File: src/rtl/dma_utils_pkg.sv
// Shared types for the DMA job scheduler: FSM states, completion status codes
// and the latched job record.
package dma_utils_pkg;

  localparam int unsigned ADDR_W   = 32;
  localparam int unsigned JOB_ID_W = 3;

  typedef enum logic [2:0] {
    ST_IDLE,
    ST_GO,
    ST_BUSY,
    ST_ABORT,
    ST_RESP
  } sched_state_e;

  typedef enum logic [1:0] {
    CMP_OK      = 2'd0,
    CMP_ERR     = 2'd1,
    CMP_TIMEOUT = 2'd2
  } cmp_status_e;

  typedef struct packed {
    logic [ADDR_W-1:0]   src;
    logic [ADDR_W-1:0]   dst;
    logic [ADDR_W-1:0]   bytes;
    logic [JOB_ID_W-1:0] id;
  } job_t;

endpackage

File: src/rtl/dma_job_scheduler_if.sv
// Requester, DMA-engine and completion signals of the job scheduler.
// master = requesters/engine side, slave = the scheduler.
interface dma_job_scheduler_if #(
  parameter int unsigned NUM_REQ = 4
);
  localparam int unsigned ID_W = $clog2(NUM_REQ);

  logic [NUM_REQ-1:0]       req_valid_i;
  logic [NUM_REQ-1:0]       req_ready_o;
  logic [NUM_REQ-1:0][31:0] req_src_i;
  logic [NUM_REQ-1:0][31:0] req_dst_i;
  logic [NUM_REQ-1:0][31:0] req_bytes_i;

  logic                     dma_go_o;
  logic [31:0]              dma_src_o;
  logic [31:0]              dma_dst_o;
  logic [31:0]              dma_bytes_o;
  logic                     dma_abort_o;
  logic                     dma_done_i;
  logic                     dma_error_i;

  logic                     cmp_valid_o;
  logic [ID_W-1:0]          cmp_id_o;
  logic [1:0]               cmp_status_o;

  modport master (
    output req_valid_i, req_src_i, req_dst_i, req_bytes_i, dma_done_i, dma_error_i,
    input  req_ready_o, dma_go_o, dma_src_o, dma_dst_o, dma_bytes_o, dma_abort_o,
           cmp_valid_o, cmp_id_o, cmp_status_o
  );

  modport slave (
    input  req_valid_i, req_src_i, req_dst_i, req_bytes_i, dma_done_i, dma_error_i,
    output req_ready_o, dma_go_o, dma_src_o, dma_dst_o, dma_bytes_o, dma_abort_o,
           cmp_valid_o, cmp_id_o, cmp_status_o
  );
endinterface

File: src/rtl/dma_rr_arbiter.sv
// Round-robin arbiter: one-hot grant to the first requester at or after ptr,
// wrapping modulo NUM_REQ.
module dma_rr_arbiter #(
  parameter int unsigned NUM_REQ = 4
) (
  input  logic [NUM_REQ-1:0]         req,
  input  logic [$clog2(NUM_REQ)-1:0] ptr,
  output logic [NUM_REQ-1:0]         gnt
);
  localparam int unsigned PTR_W = $clog2(NUM_REQ);

  logic [PTR_W-1:0] idx;
  logic             found;

  always_comb begin
    gnt   = '0;
    found = 1'b0;
    idx   = '0;
    for (int unsigned i = 0; i < NUM_REQ; i++) begin
      idx = PTR_W'((32'(ptr) + i) % NUM_REQ);
      if (!found && req[idx]) begin
        gnt[idx] = 1'b1;
        found    = 1'b1;
      end
    end
  end

endmodule

File: src/rtl/dma_job_scheduler.sv
// Accepts jobs from NUM_REQ requesters round-robin, launches them on a single
// DMA engine and reports completion. Optional BUSY watchdog: DMA_SCHED_WATCHDOG_EN.
module dma_job_scheduler
  import dma_utils_pkg::*;
#(
  parameter int unsigned NUM_REQ = 4,
  parameter int unsigned WDOG_W  = 16
) (
  input logic                clk,
  input logic                rst,
  dma_job_scheduler_if.slave bus
);
  localparam int unsigned ID_W = $clog2(NUM_REQ);

  if (NUM_REQ < 2 || NUM_REQ > 8 || WDOG_W < 2) begin : g_bad_cfg
    $error("dma_job_scheduler: unsupported NUM_REQ or WDOG_W");
  end

  sched_state_e     state;
  job_t             job;
  logic [ID_W-1:0]  rr_ptr;
  logic [NUM_REQ-1:0] gnt;
  logic [ID_W-1:0]  win_id;
  logic             go_q;
  logic             cmp_valid_q;
  logic [ID_W-1:0]  cmp_id_q;
  cmp_status_e      cmp_status_q;

  dma_rr_arbiter #(.NUM_REQ(NUM_REQ)) u_arb (
    .req (bus.req_valid_i),
    .ptr (rr_ptr),
    .gnt (gnt)
  );

  always_comb begin
    win_id = '0;
    for (int unsigned i = 0; i < NUM_REQ; i++) begin
      if (gnt[i]) win_id = ID_W'(i);
    end
  end

  // Grant is only visible while idle and out of reset.
  assign bus.req_ready_o  = (state == ST_IDLE && rst) ? gnt : '0;
  assign bus.dma_go_o     = go_q;
  assign bus.dma_src_o    = job.src;
  assign bus.dma_dst_o    = job.dst;
  assign bus.dma_bytes_o  = job.bytes;
  assign bus.cmp_valid_o  = cmp_valid_q;
  assign bus.cmp_id_o     = cmp_id_q;
  assign bus.cmp_status_o = cmp_status_q;

`ifdef DMA_SCHED_WATCHDOG_EN
  // Expire at the edge that completes the (2^WDOG_W-1)th BUSY cycle.
  localparam logic [WDOG_W-1:0] WDOG_LAST = ~WDOG_W'(1);
  logic [WDOG_W-1:0] wdog;
  logic              abort_q;
  assign bus.dma_abort_o = abort_q;
`else
  assign bus.dma_abort_o = 1'b0;
`endif

  always_ff @(posedge clk or negedge rst) begin
    if (!rst) begin
      state        <= ST_IDLE;
      rr_ptr       <= '0;
      job          <= '0;
      go_q         <= 1'b0;
      cmp_valid_q  <= 1'b0;
      cmp_id_q     <= '0;
      cmp_status_q <= CMP_OK;
`ifdef DMA_SCHED_WATCHDOG_EN
      wdog         <= '0;
      abort_q      <= 1'b0;
`endif
    end else begin
      go_q        <= 1'b0;
      cmp_valid_q <= 1'b0;
      case (state)
        ST_IDLE: begin
          if (|bus.req_valid_i) begin
            job.src   <= bus.req_src_i[win_id];
            job.dst   <= bus.req_dst_i[win_id];
            job.bytes <= bus.req_bytes_i[win_id];
            job.id    <= JOB_ID_W'(win_id);
            // Empty jobs complete immediately without touching the engine.
            if (bus.req_bytes_i[win_id] == '0) begin
              state        <= ST_RESP;
              cmp_valid_q  <= 1'b1;
              cmp_id_q     <= win_id;
              cmp_status_q <= CMP_OK;
            end else begin
              state <= ST_GO;
              go_q  <= 1'b1;
            end
          end
        end
        ST_GO: begin
          state <= ST_BUSY;
`ifdef DMA_SCHED_WATCHDOG_EN
          wdog  <= '0;
`endif
        end
        ST_BUSY: begin
          if (bus.dma_done_i || bus.dma_error_i) begin
            state        <= ST_RESP;
            cmp_valid_q  <= 1'b1;
            cmp_id_q     <= ID_W'(job.id);
            cmp_status_q <= bus.dma_error_i ? CMP_ERR : CMP_OK;
          end
`ifdef DMA_SCHED_WATCHDOG_EN
          else if (wdog == WDOG_LAST) begin
            state   <= ST_ABORT;
            abort_q <= 1'b1;
          end else begin
            wdog <= wdog + WDOG_W'(1);
          end
`endif
        end
`ifdef DMA_SCHED_WATCHDOG_EN
        ST_ABORT: begin
          if (bus.dma_done_i || bus.dma_error_i) begin
            state        <= ST_RESP;
            abort_q      <= 1'b0;
            cmp_valid_q  <= 1'b1;
            cmp_id_q     <= ID_W'(job.id);
            cmp_status_q <= CMP_TIMEOUT;
          end
        end
`endif
        ST_RESP: begin
          state  <= ST_IDLE;
          rr_ptr <= (32'(job.id) + 32'd1 == NUM_REQ) ? '0 : ID_W'(32'(job.id) + 32'd1);
        end
        default: state <= ST_IDLE;
      endcase
    end
  end

endmodule
File: src/flat_wrapper.sv
// flat-port wrapper written by rule: the top's interface ports become plain ports
module dma_job_scheduler_flat import dma_utils_pkg::*;
#(
  parameter int unsigned NUM_REQ = 4,
  parameter int unsigned WDOG_W  = 16
)
  (clk, rst, bus_req_valid_i, bus_req_src_i, bus_req_dst_i, bus_req_bytes_i, bus_dma_done_i, bus_dma_error_i, bus_req_ready_o, bus_dma_go_o, bus_dma_src_o, bus_dma_dst_o, bus_dma_bytes_o, bus_dma_abort_o, bus_cmp_valid_o, bus_cmp_id_o, bus_cmp_status_o);
  dma_job_scheduler_if #(.NUM_REQ(NUM_REQ)) bus_i ();
  input logic clk;
  input logic rst;
  input wire logic [$bits(bus_i.req_valid_i)-1:0] bus_req_valid_i;
  input wire logic [$bits(bus_i.req_src_i)-1:0] bus_req_src_i;
  input wire logic [$bits(bus_i.req_dst_i)-1:0] bus_req_dst_i;
  input wire logic [$bits(bus_i.req_bytes_i)-1:0] bus_req_bytes_i;
  input wire logic [$bits(bus_i.dma_done_i)-1:0] bus_dma_done_i;
  input wire logic [$bits(bus_i.dma_error_i)-1:0] bus_dma_error_i;
  output wire logic [$bits(bus_i.req_ready_o)-1:0] bus_req_ready_o;
  output wire logic [$bits(bus_i.dma_go_o)-1:0] bus_dma_go_o;
  output wire logic [$bits(bus_i.dma_src_o)-1:0] bus_dma_src_o;
  output wire logic [$bits(bus_i.dma_dst_o)-1:0] bus_dma_dst_o;
  output wire logic [$bits(bus_i.dma_bytes_o)-1:0] bus_dma_bytes_o;
  output wire logic [$bits(bus_i.dma_abort_o)-1:0] bus_dma_abort_o;
  output wire logic [$bits(bus_i.cmp_valid_o)-1:0] bus_cmp_valid_o;
  output wire logic [$bits(bus_i.cmp_id_o)-1:0] bus_cmp_id_o;
  output wire logic [$bits(bus_i.cmp_status_o)-1:0] bus_cmp_status_o;
  assign bus_i.req_valid_i = bus_req_valid_i;
  assign bus_i.req_src_i = bus_req_src_i;
  assign bus_i.req_dst_i = bus_req_dst_i;
  assign bus_i.req_bytes_i = bus_req_bytes_i;
  assign bus_i.dma_done_i = bus_dma_done_i;
  assign bus_i.dma_error_i = bus_dma_error_i;
  assign bus_req_ready_o = bus_i.req_ready_o;
  assign bus_dma_go_o = bus_i.dma_go_o;
  assign bus_dma_src_o = bus_i.dma_src_o;
  assign bus_dma_dst_o = bus_i.dma_dst_o;
  assign bus_dma_bytes_o = bus_i.dma_bytes_o;
  assign bus_dma_abort_o = bus_i.dma_abort_o;
  assign bus_cmp_valid_o = bus_i.cmp_valid_o;
  assign bus_cmp_id_o = bus_i.cmp_id_o;
  assign bus_cmp_status_o = bus_i.cmp_status_o;
  dma_job_scheduler #(.NUM_REQ(NUM_REQ), .WDOG_W(WDOG_W)) u_core (.clk(clk), .rst(rst), .bus(bus_i));
endmodule
File: config.mk
export PLATFORM = sky130hd
export DESIGN_NAME = dma_job_scheduler_flat
export DESIGN_NICKNAME = d
export VERILOG_FILES = /design/src/rtl/dma_utils_pkg.sv /design/src/rtl/dma_job_scheduler_if.sv /design/src/rtl/dma_rr_arbiter.sv /design/src/rtl/dma_job_scheduler.sv /design/src/flat_wrapper.sv
export SDC_FILE = /design/constraint.sdc
export NUM_CORES = 1
export LEC_CHECK = 0
export CAP_MARGIN = 20
export CORE_AREA = 3 3 193 195
export DETAILED_ROUTE_END_ITERATION = 7
export DIE_AREA = 0 0 196 198
export PLACE_DENSITY = 0.61
export SLEW_MARGIN = 20
export SYNTH_ARGS = -nofsm -noshare
export SYNTH_HDL_FRONTEND = slang
export SYNTH_SLANG_ARGS = --single-unit
export TNS_END_PERCENT = 20
File: constraint.sdc
create_clock -name clk -period 7.2 [get_ports clk]
set_input_delay 1.8 -clock clk [delete_from_list [all_inputs] [get_ports clk]]
set_output_delay 1.8 -clock clk [all_outputs]
set_load 0.005 [all_outputs]
==> metrics.md <==
| Metric | Value |
|---|---|
| Status | `completed` |
| Max-Cap Viols | `0` |
| Hold Crit Class | `register to register` |
| Post-CTS setup buffer count | `0` |
| Synth cell types | `53` |
| CTS tree | `built` |
| CTS max path bufs | `2` |
| CTS Buf Count | `9` |
| Largest net degree at the start of global routing | `between 150 and 200` |
| Final GP Congestion | `about 0.9` |
| Antenna violations before repair | `0` |
| Worst Path Max Fanout | `8` |
| Max-slew violations | `0` |
| Pwr dens | `around 450 nW/um^2` |
| Final worst-path cycle share | `a little under nine tenths` |
| Seq/Total Area, Yosys | `roughly a third` |
| Hold Startpoint | `u_core.state[2]` |
| Synth Flop Type | `dfrtp_1` |
| Tot GR Track Use | `~18%` |
| Top-area cell type share of the netlist area | `33.4%` |
| Area contributors post-synth | `dfrtp_1 33%, a21oi_1 12%, buf_4 9.2%` |
| Crit end category | `output port` |
| Core ar. | `~36000 sq um` |
| Post-CTS sizing | `0` |
| Hold Buf Count CTS | `0` |
| # H-tree levels | `3` |
| CP startpoint | `bus_req_valid_i[0]` |
| Area of the die | `between 30000 and 40000 sq um` |
| Seq cells post-synth | `about 110` |
| Most common cell in the netlist | `a21oi_1` |
| Pre-CTS WS | `approximately 1.1 ns` |
| Num rows | `69` |
| Final hold violations | `0` |
| Setup ws final | `about 1.1 ns` |
| Area Overhead vs Synth | `60.5%` |
| Synth warn | `0` |
| Final HPWL DP | `between 20000 and 30000 um` |
| Vias | `just under 9000` |
| # IOs | `between 400 and 500` |
| Post-synth ARST share | `100%` |
| Crit path DAT | `between 4 and 5 ns` |
| Die X-Extent | `~200 um` |
| Drc violations | `0` |
| CTS sink count | `around 110` |
| Setup violators final | `0` |
| Total Wirelength | `about 37000 um` |
| WP data required | `about 5.4 ns` |
| Critical path class | `input port to output port` |
| R2R Path Start | `u_core.rr_ptr[0]` |
| Starting Density | `approximately 23%` |
| Initial DRT Pass Iterations | `5` |
| N_diodes | `0` |
| DR iter-0 viols | `between 500 and 600` |
| Final hold slack | `0.484 ns` |
| Headroom to the max-slew limit | `27.4%` |
| Mapped Cells | `~1100` |
| Total grt overflow | `0` |
| IR drop worst, VDD | `approximately 0.0008 V` |
| Synthesized area per cell | `7.54 sq um` |
| Max Freq | `163 MHz` |
| Number of buffers added on ports | `slightly below 500` |
| Pleak | `0.00504 uW` |
| Synth area leader | `dfrtp_1` |
| Vias in the first global route | `8762` |
| Clk Latency, worst-skew pair | `0.37 ns` |
| Number of nets with antenna violations after routing | `0` |
| Post-Syn Area | `approximately 8100 sq um` |
| Layout cells sized above 1 | `roughly 3.7%` |
| Worst-margin pin slew | `roughly 1.1 ns` |
| Clock Skews | `0.0109 ns` |
| Total negative slack | `0 ns` |
| Top post-synthesis cells by count | `202 x a21oi_1, 180 x nor2_1, 166 x nand2_1` |
| Tot Pwr | `5790 uW` |
| RSZ-0062 raised after global routing | `no` |
| Nets | `approximately 1800` |
| Worst setup SP type | `input port` |
| First-pass GRT wire length | `53700 um` |
| Die height | `~200 um` |
| Avg WL per Cell | `~19 um` |
| Root buffer selected by CTS | `clkbuf_16` |
| Mean number of vias per cell | `around 4.8` |
| EDFF count, synth | `0` |
| Min Tclk post-route | `6.14 ns` |
| Clock-pin slew on the worst setup and hold paths | `~0.080 ns` |
power breakdown:
part           switching [uW]  internal, uW
Clock                     247           291
Combinational            2350          1780
Sequential                187           939
Total                    2780          3010
per-stage QoR:
step | util [%] | std cells | area [sq um]
2_1_floorplan | - | 1076 | 8100
3_3_place_gp | 35.7 | 1859 | 12700
3_5_place_dp | 35.7 | 1859 | 12700
4_1_cts | 36.5 | 1875 | 13000
5_1_grt | 36.5 | 1875 | 13000
6_report | 36.5 | 1875 | 13000
cell usage in the layout (no fill, tap or decap), drive strengths merged, types with 3 or more instances in the layout:
cell type      Yosys  layout
clkdlybuf4s50      0     495
a21oi            202     202
nor2             180     180
nand2            166     166
dfrtp            108     108
a311oi            76      76
o21ai             27      27
mux2i             14      14
mux2              13      13
nor4              13      13
clkbuf            64      13
inv               10      11
buf              120      11
ha                 8       8
nor3               8       8
a21o               6       6
nor3b              4       4
and2               4       4
o211ai             4       4
o21a               4       4
a221oi             4       4
o31ai              3       3
nand3              3       3
o41ai              3       3
a22oi              3       3
or4                3       3
cell families (layout without fill, tap and decap cells):
| logic type | Yosys count | count (layout) | share of synthesized area, % |
|---|---|---|---|
| adders and majority gates | 8 | 8 | 1.24 |
| AOI/OAI and AO/OA | 345 | 345 | 26.8 |
| buffers and inverters | 194 | 532 | 13.9 |
| and+or+nand+nor | 390 | 390 | 20.4 |
| other | 1 | 2 | 0.0463 |
| muxes | 29 | 29 | 4.23 |
| DFF | 108 | 108 | 33.4 |
registers in the layout (all words and copies together), names as in the netlist:
signal	flops
u_core.bus.dma_bytes_o	32
u_core.bus.dma_dst_o	32
u_core.bus.dma_src_o	32
u_core.state	3
u_core.bus.cmp_id_o	2
u_core.job	2
u_core.rr_ptr	2
u_core.bus.cmp_status_o	1
u_core.bus.cmp_valid_o	1
u_core.bus.dma_go_o	1
layout make-up:
class                      instances  area, sq um
clock buffer                      13          260
clock inverter                     3         43.8
fill                            3708        22600
inverter                          10         37.5
multi-input combinational        774         4320
sequential                       108         2700
tap                              461          577
timing repair buffer             506         5060
worst max-delay path, stage by stage:
cell             delay (ns)
clkdlybuf4s50_1        0.53
mux4_2                 0.60
nor4b_2                0.64
nor4_4                 0.06
nor2_1                 0.13
clkdlybuf4s50_1        0.58
layer usage:
layer	vias to the layer above	wire length [um]	part of all wire (%)	global-route usage, %
li1	4361	-	-	-
met3	47	2920	8.0	5.05
met5	-	0	0	0
met1	4141	15100	41	22.5
met2	398	17600	48	29.6
met4	0	887	2.4	5.15
final timing paths:
check	endpoint	depth (start not counted)	slack, ns
worst max-delay path	bus_req_ready_o[1]	6	1.06
worst min-delay path	u_core.state[1]	1	0.48
worst max register to register	u_core.bus.cmp_id_o[0]	12	2.21
worst min register to register	u_core.state[1]	1	0.48
max in group asynchronous	u_core.bus.dma_bytes_o[3]	3	4.28
min in group asynchronous	u_core.bus.dma_src_o[24]	1	1.24
(Power assumes the default switching activity.)
